## src/rtl/btn_pkg.sv

```systemverilog
// btn_pkg: definitions shared by the button conditioning front end.
//   - Channel state encoding (IDLE / PRESSED / LONG) and its enum type.
//   - Board button index constants, matching the bit order of btn_raw_i.
package btn_pkg;

  localparam logic [1:0] IDLE    = 2'd0;
  localparam logic [1:0] PRESSED = 2'd1;
  localparam logic [1:0] LONG    = 2'd2;

  typedef enum logic [1:0] {
    ST_IDLE    = IDLE,
    ST_PRESSED = PRESSED,
    ST_LONG    = LONG
  } ch_state_t;

  localparam int BTN_RESET  = 0;
  localparam int BTN_CANCEL = 1;
  localparam int BTN_TEST   = 2;
  localparam int BTN_ACTION = 3;
  localparam int BTN_LEFT   = 4;
  localparam int BTN_RIGHT  = 5;

endpackage

```

## src/rtl/button_channel.sv

```systemverilog
// button_channel: conditioning for one pushbutton bit.
//   Two-flop synchroniser, tick-based debounce, and a small FSM that emits
//   a press pulse, a long-press pulse and a registered hold level.
// Ports:
//   clk, rst    - system clock, asynchronous active-high reset
//   tick        - shared 1 ms strobe (one cycle wide)
//   btn_raw     - raw pin level
//   press       - one-cycle pulse on debounced press
//   long_pulse  - one-cycle pulse when the hold reaches LONG_MS ticks
//   held        - debounced pressed level, registered
module button_channel
  import btn_pkg::*;
#(
  parameter int DEBOUNCE_MS = 20,
  parameter int LONG_MS     = 5000,
  parameter int ACTIVE_LOW  = 1
) (
  input  logic clk,
  input  logic rst,
  input  logic tick,
  input  logic btn_raw,
  output logic press,
  output logic long_pulse,
  output logic held
);

  localparam int   DW           = $clog2(DEBOUNCE_MS + 1);
  localparam int   HW           = $clog2(LONG_MS + 1);
  // Pin level that means "not pressed"; the sync flops reset to this.
  localparam logic RELEASED_PIN = (ACTIVE_LOW != 0);

  logic            sync_p0;
  logic            sync_p1;
  logic            pressed_p1;
  logic            db_level;
  logic [DW-1:0]   db_cnt;
  logic [HW-1:0]   hold_cnt;
  ch_state_t       state;

  // Stage p0/p1: two-flop synchroniser; only sync_p1 is used downstream.
  always_ff @(posedge clk or posedge rst) begin
    if (rst) begin
      sync_p0 <= RELEASED_PIN;
      sync_p1 <= RELEASED_PIN;
    end else begin
      sync_p0 <= btn_raw;
      sync_p1 <= sync_p0;
    end
  end

  assign pressed_p1 = sync_p1 ^ RELEASED_PIN;

  // Debounce: count ticks while the synced value disagrees with the
  // debounced level. The counter is cleared on the tick that would reach
  // DEBOUNCE_MS, so it can never wrap.
  always_ff @(posedge clk or posedge rst) begin
    if (rst) begin
      db_level <= 1'b0;
      db_cnt   <= '0;
    end else if (pressed_p1 == db_level) begin
      db_cnt <= '0;
    end else if (tick) begin
      if (db_cnt == DW'(DEBOUNCE_MS - 1)) begin
        db_level <= ~db_level;
        db_cnt   <= '0;
      end else begin
        db_cnt <= db_cnt + DW'(1);
      end
    end
  end

  // Channel FSM with registered outputs. A debounced fall takes priority
  // over a tick arriving in the same cycle.
  always_ff @(posedge clk or posedge rst) begin
    if (rst) begin
      state      <= ST_IDLE;
      hold_cnt   <= '0;
      press      <= 1'b0;
      long_pulse <= 1'b0;
      held       <= 1'b0;
    end else begin
      press      <= 1'b0;
      long_pulse <= 1'b0;
      held       <= db_level;
      unique case (state)
        ST_IDLE: begin
          hold_cnt <= '0;
          if (db_level) begin
            state <= ST_PRESSED;
            press <= 1'b1;
          end
        end
        ST_PRESSED: begin
          if (!db_level) begin
            state <= ST_IDLE;
          end else if (tick) begin
            if (hold_cnt == HW'(LONG_MS - 1)) begin
              state      <= ST_LONG;
              long_pulse <= 1'b1;
              hold_cnt   <= HW'(LONG_MS);
            end else begin
              hold_cnt <= hold_cnt + HW'(1);
            end
          end
        end
        ST_LONG: begin
          // Counter frozen at LONG_MS; wait for release.
          if (!db_level) state <= ST_IDLE;
        end
        default: state <= ST_IDLE;
      endcase
    end
  end

endmodule

```

## src/rtl/button_conditioner.sv

```systemverilog
// button_conditioner: input stage for the pet FSM.
//   Generates the 1 ms tick and conditions each raw button into clean
//   press / long-press pulses and a debounced hold level in the clk domain.
// Ports:
//   clk, rst     - system clock, asynchronous active-high reset
//   btn_raw_i    - raw pins: 0 reset, 1 cancel, 2 test, 3 action, 4 left, 5 right
//   press_o      - one-cycle pulse per debounced press
//   long_o       - one-cycle pulse when a hold reaches LONG_MS
//   held_o       - debounced pressed level
//   tick_1ms_o   - one-cycle strobe every CLK_HZ/1000 cycles
module button_conditioner
  import btn_pkg::*;
#(
  parameter int CLK_HZ      = 50_000_000,
  parameter int N_BTN       = 6,
  parameter int DEBOUNCE_MS = 20,
  parameter int LONG_MS     = 5000,
  parameter int ACTIVE_LOW  = 1
) (
  input  logic             clk,
  input  logic             rst,
  input  logic [N_BTN-1:0] btn_raw_i,
  output logic [N_BTN-1:0] press_o,
  output logic [N_BTN-1:0] long_o,
  output logic [N_BTN-1:0] held_o,
  output logic             tick_1ms_o
);

  localparam int TICK_DIV = CLK_HZ / 1000;
  localparam int PW       = (TICK_DIV > 1) ? $clog2(TICK_DIV) : 1;

  generate
    if (DEBOUNCE_MS < 1 || LONG_MS <= DEBOUNCE_MS || TICK_DIV < 1) begin : g_bad_params
      $error("button_conditioner: need DEBOUNCE_MS >= 1, LONG_MS > DEBOUNCE_MS, CLK_HZ >= 1000");
    end
  endgenerate

  logic [PW-1:0] presc;

  // Prescaler: the tick is high in the cycle where the count has wrapped
  // to 0, so the first tick lands TICK_DIV cycles after reset release.
  always_ff @(posedge clk or posedge rst) begin
    if (rst) begin
      presc      <= '0;
      tick_1ms_o <= 1'b0;
    end else if (presc == PW'(TICK_DIV - 1)) begin
      presc      <= '0;
      tick_1ms_o <= 1'b1;
    end else begin
      presc      <= presc + PW'(1);
      tick_1ms_o <= 1'b0;
    end
  end

  for (genvar i = 0; i < N_BTN; i++) begin : g_ch
    button_channel #(
      .DEBOUNCE_MS (DEBOUNCE_MS),
      .LONG_MS     (LONG_MS),
      .ACTIVE_LOW  (ACTIVE_LOW)
    ) u_ch (
      .clk        (clk),
      .rst        (rst),
      .tick       (tick_1ms_o),
      .btn_raw    (btn_raw_i[i]),
      .press      (press_o[i]),
      .long_pulse (long_o[i]),
      .held       (held_o[i])
    );
  end

endmodule
```

## config.mk

```make
export PLATFORM = sky130hd
export DESIGN_NAME = button_conditioner
export DESIGN_NICKNAME = d
export VERILOG_FILES = /design/src/rtl/btn_pkg.sv /design/src/rtl/button_channel.sv /design/src/rtl/button_conditioner.sv
export SDC_FILE = /design/constraint.sdc
export NUM_CORES = 1
export LEC_CHECK = 0
export BUFFER_PORTS_ARGS = -buffer_cell sky130_fd_sc_hd__buf_2
export CORE_MARGIN = 2
export CORE_UTILIZATION = 35
export CTS_CLUSTER_SIZE = 28
export DETAILED_ROUTE_END_ITERATION = 8
export GPL_TIMING_DRIVEN = 1
export PLACE_DENSITY = 0.59
export SKIP_CTS_REPAIR_TIMING = 1
export SLEW_MARGIN = 15
export SYNTH_ARGS = -nofsm -noshare
export SYNTH_HDL_FRONTEND = slang
export SYNTH_HIERARCHICAL = 1
export SYNTH_SLANG_ARGS = --single-unit
```

## constraint.sdc

```tcl
create_clock -name clk -period 3.2 [get_ports clk]
set_input_delay 0.48 -clock clk [delete_from_list [all_inputs] [get_ports clk]]
set_output_delay 0.48 -clock clk [all_outputs]
set_load 0.02 [all_outputs]
```

Yosys cells after proc, flatten, opt, wreduce, memory -nomap -nowiden
Index checks and enable logic that the tools add are counted.

Bits in registers: 173. Bits in latches: 0. RAM bits: 0. Bits in read-only memories: 0. Input bits: 8. Output and inout bits: 19. Logic and storage cells: 306. Memories: 0.

Add/subtract/negate cells: 13. $mul: 0. Divide/modulo/power cells: 0. $lt $le $gt $ge: 0. Eq/ne operators: 67. Shift-type cells: 0. Muxes and demuxes: 116. Bitwise logic cells: 18. Reductions and logical operators: 36.

Operators by type and width (number): 13-bit 2-to-1 mux (18); 13-bit one-hot mux with 2 select lines (6); 5-bit 2-to-1 mux (18); 13-bit by 1-bit adder with 13-bit output (second input constant) (6); 13-bit equality test (second input constant) (6); 2-bit 2-to-1 mux (30); 1-bit 2-to-1 mux (37); 3-bit inequality test (second input constant) (12); 2-bit one-hot mux with 3 select lines (6); 3-bit AND reduction (12); 5-bit by 1-bit adder with 5-bit output (second input constant) (6); 5-bit equality test (second input constant) (6); 2-bit by 1-bit inequality test with 1-bit output (second input constant) (12); 2-bit inequality test (second input constant) (12); 4-bit AND reduction (6); 2-bit nonzero test (12); 1-bit inverter (18); 16-bit by 1-bit adder with 16-bit output (second input constant) (1); 16-bit equality test (second input constant) (1); 16-bit 2-to-1 mux (1); 2-bit by 1-bit equality test with 1-bit output (second input constant) (6); 2-bit equality test (second input constant) (6); 2-bit logical NOT (6); 1-bit equality test (6).

Depth between registers and ports, before layout
Gate-level depths: netlist of run 1.

Word-level depth: 5. Gate-level depth with buffers: 6. Gate-level depth less buffers: 5.

By module
The synthesis of run 1 kept the hierarchy.

Modules (own cells, without submodules): button_channel (instances 6, cells each 127, area an instance 1267.5 µm², seq. area each 653.1 µm²); button_conditioner (instances 1, cells each 71, area an instance 810.8 µm², seq. area each 425.4 µm²).

Least setup slack after synthesis of run 1
No wires, ideal clock.

Path kind: register -> register. Start point: register tick_1ms_o. End point: register g_ch[0].u_ch.hold_cnt[10]. Setup time: 78 ps. Arrival: 2174 ps. Required time: 3122 ps. Path slack: 949 ps. Cell stages (with the launch flop): 6. Path buffers: 1. Clock period less this slack: 2251 ps. Cell sequence: dfrtp_1 > a21boi_2 > or2_1 > buf_6 > or3_1 > a21oi_1.

Word-level cells in the longest chain between the ends: 2.

RTL lines: start, declared (line button_conditioner.sv:26) `output logic tick_1ms_o`; start signal, assigned (line button_conditioner.sv:45) `tick_1ms_o <= 1'b0;`; start signal, assigned (line button_conditioner.sv:48) `tick_1ms_o <= 1'b1;`; start signal, assigned (line button_conditioner.sv:51) `tick_1ms_o <= 1'b0;`; 2-bit inequality test (no line); 3-bit AND reduction (no line); end signal, assigned (line button_channel.sv:100) `hold_cnt <= HW'(LONG_MS);`; end signal, assigned (line button_channel.sv:102) `hold_cnt <= hold_cnt + HW'(1);`; end, declared (line button_channel.sv:37) `logic [HW-1:0] hold_cnt;`.

No other way between the ends. A chain may end at the register's enable or synchronous reset.

Worst setup path after layout of run 1
Start point: register g_ch[4].u_ch.hold_cnt[0]. End point: register g_ch[4].u_ch.hold_cnt[6].

Word-level cells in the longest chain between the ends: 5. Elaborated cells between the ends (all ways): 6. Those cells by class: add/sub: 1; eq/ne: 1; mux: 4.

RTL lines: start, declared (line button_channel.sv:37); start signal, assigned (line button_channel.sv:100); start signal, assigned (line button_channel.sv:102); 13-bit by 1-bit adder with 13-bit output or 13-bit equality test (tied branches) (line button_channel.sv:102, button_channel.sv:97); 13-bit 2-to-1 mux * (line button_channel.sv:97) `if (hold_cnt == HW'(LONG_MS - 1)) begin`; 13-bit 2-to-1 mux * (line button_channel.sv:96) `end else if (tick) begin`; 13-bit 2-to-1 mux * (line button_channel.sv:94) `if (!db_level) begin`; 13-bit one-hot mux with 2 select lines * (line button_channel.sv:85) `unique case (state)`.

Mark *: on every way between the ends. The rest lies on a longest branch, timed or not. The select of a mux whose other input is x is not followed.

==> out/qor.yml, run 1 <==
timing.hold.ws_ns: 0.149
syn_inst: 833
clk_pin_slew_ns: 0.07
grt_max_degree: 34
max_cap_viol_count: 0
synthSimpleGateAreaFrac_pct: 25.5
hold_start: "btn_raw_i[2]"
start_util_pct: 35.7
gp_congestion: 0.809
setup_violations: 0
grt-ovfl-total: 0
p_switching_uw: 906
cts.sinks: 173
io_buffer_count: 26
max_slew_margin_pct: 33.6
layout_commonest_cell: "dfrtp_1"
powerDensity_nw_per_um2: 461
design.core.area_sq_um: 23500
yosys_warnings: 6
num_rows: 56
final_cell_mix: "160 x dfrtp_1, 81 x nor2_1, 66 x o21ai_0"
grt_usage_pct: 13.3
p_int_mw: 3.46
io_pins: 27
viasPerCell: 5.15
numCtsBuffers: 17
r2r_start: "g_ch[4].u_ch/hold_cnt[0]"
antenna_found_initial: 0
htreeDepth: 4
drt_pass1_iterations: 5
cts_root_buf: "clkbuf_16"
drive_gt1_share_pct: 10.8
worst-path-max-fanout: 9
num_vias: 6164
worstHoldPathType: "primary input to flip-flop"
grt_pass1_wl_um: 28300
synthAdderAreaFrac_pct: 1.93
dp.final_hpwl_um: 11000
p_total_mw: 4.36
insertion_delay_ns: 0.42
rsz0062_at_grt: "no"
final_area_sq_um: 9460
endpoint_kind: "flip-flop"
synth_area_leaders: "dfrtp_1 48%, o21ai_0 3.9%, dfstp_2 3.7%, nor2_1 3.6%, nand3_1 2.8%"
ys_ff_latch: 173
drc: 0
tightest_slew_ns: 0.995
r2r_end: "g_ch[4].u_ch/hold_cnt[6]"
netlist_area_sq_um: 8420
area_growth_pct: 12.4
antenna_cells: 0
post-route-period-util_pct: 63.5
min_period_ns: 2.03
syn-num-nets: 854
holdPathStages: 1
avgRoutedWirePerCell_um: 13.5
die_x_um: 159
muxShareOfSynthArea_pct: 0.134
cts_buffer_depth: 2
fin_ws_ns: 1.17
syn_area_per_cell_sq_um: 10.1
power_leakage_nw: 4.03
synthArstFlopShare_pct: 100
wl_um: 16100
yosysTopAreaCell: "dfrtp_1"
drtIter0Drc: 446
arrival_ns: 2.32
grt_pass1_vias: 5926
die_area_sq_um: 25300
comb_power_share_pct: 1.3
die_y_um: 159
dpl_cell_area_sq_um: 8850
cp-start-kind: "flip-flop"
ys_types: 44
switching_share_pct: 20.8
slew_violations: 0
synth_top_family_by_area: "simple AND/OR/NAND/NOR gates"
synth-edff-count: 0
peakVddDrop_mv: 0.300
synth_top_area_share_pct: 47.9
max_freq_ghz: 0.492
final_nets: 887
worstPathRequired_ns: 3.49
hold_path_end: "g_ch[2].u_ch/sync_p0"
seq_power_share_pct: 50.6
pwr-share-clk_pct: 48.2
timing.final.hold_violations: 0
fin_skew_ns: 0.00714
synth-seq-area-share_pct: 51.6
fin_setup_tns_ns: 0
synth_compound_area_share_pct: 13.4
synth_xor_area_share_pct: 5.10
status: "finished clean"
antenna_left: 0
ys.flop_type: "dfrtp_1"
reg2reg_slack_ns: 1.17
r2r_cells: 5
critPathKind: "flip-flop to flip-flop"
cts_tree: "built"
dp_slack_ns: 1.21
==> final cells by class <==
| cell class | count | area (sq um) |
|---|---|---|
| clock buffers | 18 | 439 |
| clock inverters | 13 | 166 |
| fillers | 2323 | 14100 |
| inverters | 26 | 97.6 |
| multi-input cells | 621 | 3870 |
| flip-flops and latches | 173 | 4350 |
| well taps | 319 | 399 |
| repair buffers | 27 | 138 |
==> power by group through the flow <==
| stage | clock (mW) | sequential (mW) | combinational, mW |
|---|---|---|---|
| detailed placement | 0 | 2.25 | 0.0599 |
| finish | 2.10 | 2.21 | 0.0549 |
| CTS | 2.18 | 2.20 | 0.0601 |
| global placement | 0 | 2.25 | 0.0603 |
| global route | 2.28 | 2.20 | 0.0671 |
| floorplan | 0 | 2.24 | 0.0377 |
==> how the worst max path moves through the flow <==
stage                                        start                        end  slack, ns  depth (start not counted)
after floorplan                         tick_1ms_o  g_ch[0].u_ch/hold_cnt[10]       0.95                          5
after global placement                  tick_1ms_o  g_ch[1].u_ch/hold_cnt[10]       1.24                          4
after detailed placement                tick_1ms_o  g_ch[3].u_ch/hold_cnt[10]       1.21                          4
after CTS                               tick_1ms_o                 tick_1ms_o       1.14                          1
after global routing      g_ch[4].u_ch/hold_cnt[0]   g_ch[4].u_ch/hold_cnt[6]       0.88                          5
final                     g_ch[4].u_ch/hold_cnt[0]   g_ch[4].u_ch/hold_cnt[6]       1.17                          5
==> cell families after synthesis <==
| group | Yosys count |
|---|---|
| simple gates | 384 |
| compound gates | 174 |
| flops | 173 |
| xor+xnor | 49 |
| buf+inv | 39 |
| fa+ha+maj | 13 |
| mux | 1 |
==> flip-flops by register name, summed over array words and instances, names as in the netlist <==
signal                count
g_ch.u_ch/hold_cnt       78
g_ch.u_ch/db_cnt         30
presc                    16
g_ch.u_ch/state          12
g_ch.u_ch/db_level        6
g_ch.u_ch/held            6
g_ch.u_ch/long_pulse      6
g_ch.u_ch/press           6
g_ch.u_ch/sync_p0         6
g_ch.u_ch/sync_p1         6
tick_1ms_o                1
==> per-layer routing <==
layer  GRT usage [%]  vias to the layer above  routed length (um)
met2            21.0                       69                7450
li1                -                     3092                   -
met4            4.63                        0                 203
met5               0                        -                   0
met3            3.20                       17                 457
met1            18.1                     2986                8030
==> cells in the mapped netlist (13+ instances only) <==
library cell / number
nor4_1: 25
ha_1: 13
o21ai_0: 66
nand3_1: 47
a21oi_1: 42
dfrtp_1: 161
xor2_1: 25
nor2b_1: 19
inv_1: 26
nand4_1: 28
xnor2_1: 24
and4_1: 14
nor3_1: 14
nand3b_1: 18
nand2_1: 57
nor2_1: 81
nand2b_1: 18
or2_1: 13
==> metrics by stage <==
stage,util (%),cells
finish,40.2,1197
global route,40.2,1197
CTS,40.2,1197
detailed placement,37.6,1166
global placement,37.6,1166
floorplan,-,833
==> worst max-delay path, stage by stage (launching register included) <==
cell and delay [ns]:
dfrtp_1 0.40, ha_1 0.28, and4_1 0.24, nand3_1 0.28, a211oi_1 0.58, nor2_1 0.11
Note: power is estimated with default switching activity, not from simulation.
==> inputs of run 2 (changes only) <==
Settings changed: PLACE_DENSITY 0.59 to 0.61.
Clock period 3.2 ns to 1.7 ns, I/O delays scaled along.
==> out/qor.yml, run 2 (same netlist as run 1, synthesis figures left out) <==
num_rows: 56
timing.final.hold_violations: 0
worst-path-max-fanout: 8
endpoint_kind: "flip-flop"
path_cells: "ha_1 > and4_1 > nand3_1 > buf_4 > nor4b_2 > o22a_1"
worstHoldPathType: "flip-flop to flip-flop"
arrival_ns: 1.95
gp_congestion: 0.810
viasPerCell: 5.13
io_pins: 27
wl_met2_um: 8250
grt-ovfl-total: 0
status: "finished clean"
wl_um: 17500
antenna_left: 0
start_util_pct: 35.7
avgRoutedWirePerCell_um: 13.5
peakVddDrop_mv: 0.728
cp-start-kind: "flip-flop"
cts_buffer_depth: 2
setup_violations: 0
die_x_um: 159
grt_pass1_vias: 6512
cts.sinks: 173
final_cell_mix: "160 x dfrtp_1, 81 x nor2_1, 81 x buf_4"
antenna_cells: 0
num_vias: 6611
wl_met3_um: 448
worstPathRequired_ns: 2.02
grt_usage_pct: 14.3
insertion_delay_ns: 0.43
powerDensity_nw_per_um2: 803
max_cap_viol_count: 0
top_register: "g_ch.u_ch/hold_cnt"
critPathMaxStageDelay_ns: 0.42
grt_max_degree: 27
antenna_found_initial: 0
drt_pass1_iterations: 5
largest_register_ffs: 78
max_slew_margin_pct: 69.6
area_growth_pct: 21.4
grt_pass1_wl_um: 30600
slew_violations: 0
drc: 0
fin_skew_ns: 0.00685
cts_tree: "built"
critPathSlowestCell: "dfrtp_1"
layout_commonest_cell: "dfrtp_1"
fin_setup_tns_ns: 0
io_buffer_count: 26
design.core.area_sq_um: 23500
final_nets: 978
htreeDepth: 4
drive_gt1_share_pct: 18.6
dpl_cell_area_sq_um: 9470
reg_top3: "g_ch.u_ch/hold_cnt: 78 flops, g_ch.u_ch/db_cnt: 30 flops, presc: 16 flops"
cts_root_buf: "clkbuf_16"
highest_layer: "met4"
die_y_um: 159
final_area_sq_um: 10200
post-route-period-util_pct: 95.9
tightest_slew_ns: 0.456
dp.final_hpwl_um: 12100
die_area_sq_um: 25300
drt-met1-wl_um: 8570
drtIter0Drc: 331
numCtsBuffers: 17
critPathKind: "flip-flop to flip-flop"
clk_pin_slew_ns: 0.06
max_freq_ghz: 0.613
power_leakage_nw: 4.49
min_period_ns: 1.63
[run 2: area by class of cell]
class	count	area, sq um
fillers	2244	13300
flip-flops and latches	173	4350
multi-input cells	621	3900
repair buffers	118	880
clock buffers	22	454
well taps	319	399
clock inverters	10	141
inverters	26	97.6
[run 2: critical path: cells and delay by family, from the launching register on]
family / cells / cell delay [ns]
buffers and inverters: 1 / 0.20
and+or+nand+nor: 3 / 0.51
DFF: 1 / 0.42
AOI/OAI and AO/OA: 1 / 0.19
adders and majority gates: 1 / 0.20
[run 2: power breakdown]
group / internal (mW) / switching [mW]
logic: 0.0355 / 0.103
registers: 4.14 / 0.00800
clock network: 2.35 / 1.57
total: 6.53 / 1.68
[run 2: layer usage]
metal | up-vias | track usage, %
li1 | 3280 | -
met3 | 11 | 2.87
met4 | 0 | 5.17
met2 | 80 | 23.2
met5 | - | 0
met1 | 3240 | 19.2
[run 2: final timing paths]
kind                                          startpoint                         to  slack, ns  depth (start not counted)
worst max register to register  g_ch[3].u_ch/hold_cnt[0]  g_ch[3].u_ch/hold_cnt[11]       0.07                          6
worst min-delay path                g_ch[1].u_ch/sync_p0       g_ch[1].u_ch/sync_p1       0.36                          0
worst max-delay path            g_ch[3].u_ch/hold_cnt[0]  g_ch[3].u_ch/hold_cnt[11]       0.07                          6
worst min register to register      g_ch[1].u_ch/sync_p0       g_ch[1].u_ch/sync_p1       0.36                          0
min in group asynchronous                            rst                  presc[15]       0.45                          3
max in group asynchronous                            rst   g_ch[1].u_ch/hold_cnt[9]       0.75                          4
[run 2: metrics by stage]
step           total power, mW  utilization [%]  hold slack, ns  setup WS (ns)  instances
6_report                  8.21             43.4           0.356         0.0698       1289
5_1_grt                   8.51             43.4           0.361       -0.00348       1289
4_1_cts                   8.33             42.7          -0.120       -0.00563       1278
3_5_place_dp              4.36             40.2           0.347        0.00743       1246
3_3_place_gp              4.36             40.2           0.346         0.0608       1246
2_1_floorplan             4.29                -           0.181       -0.00284        833
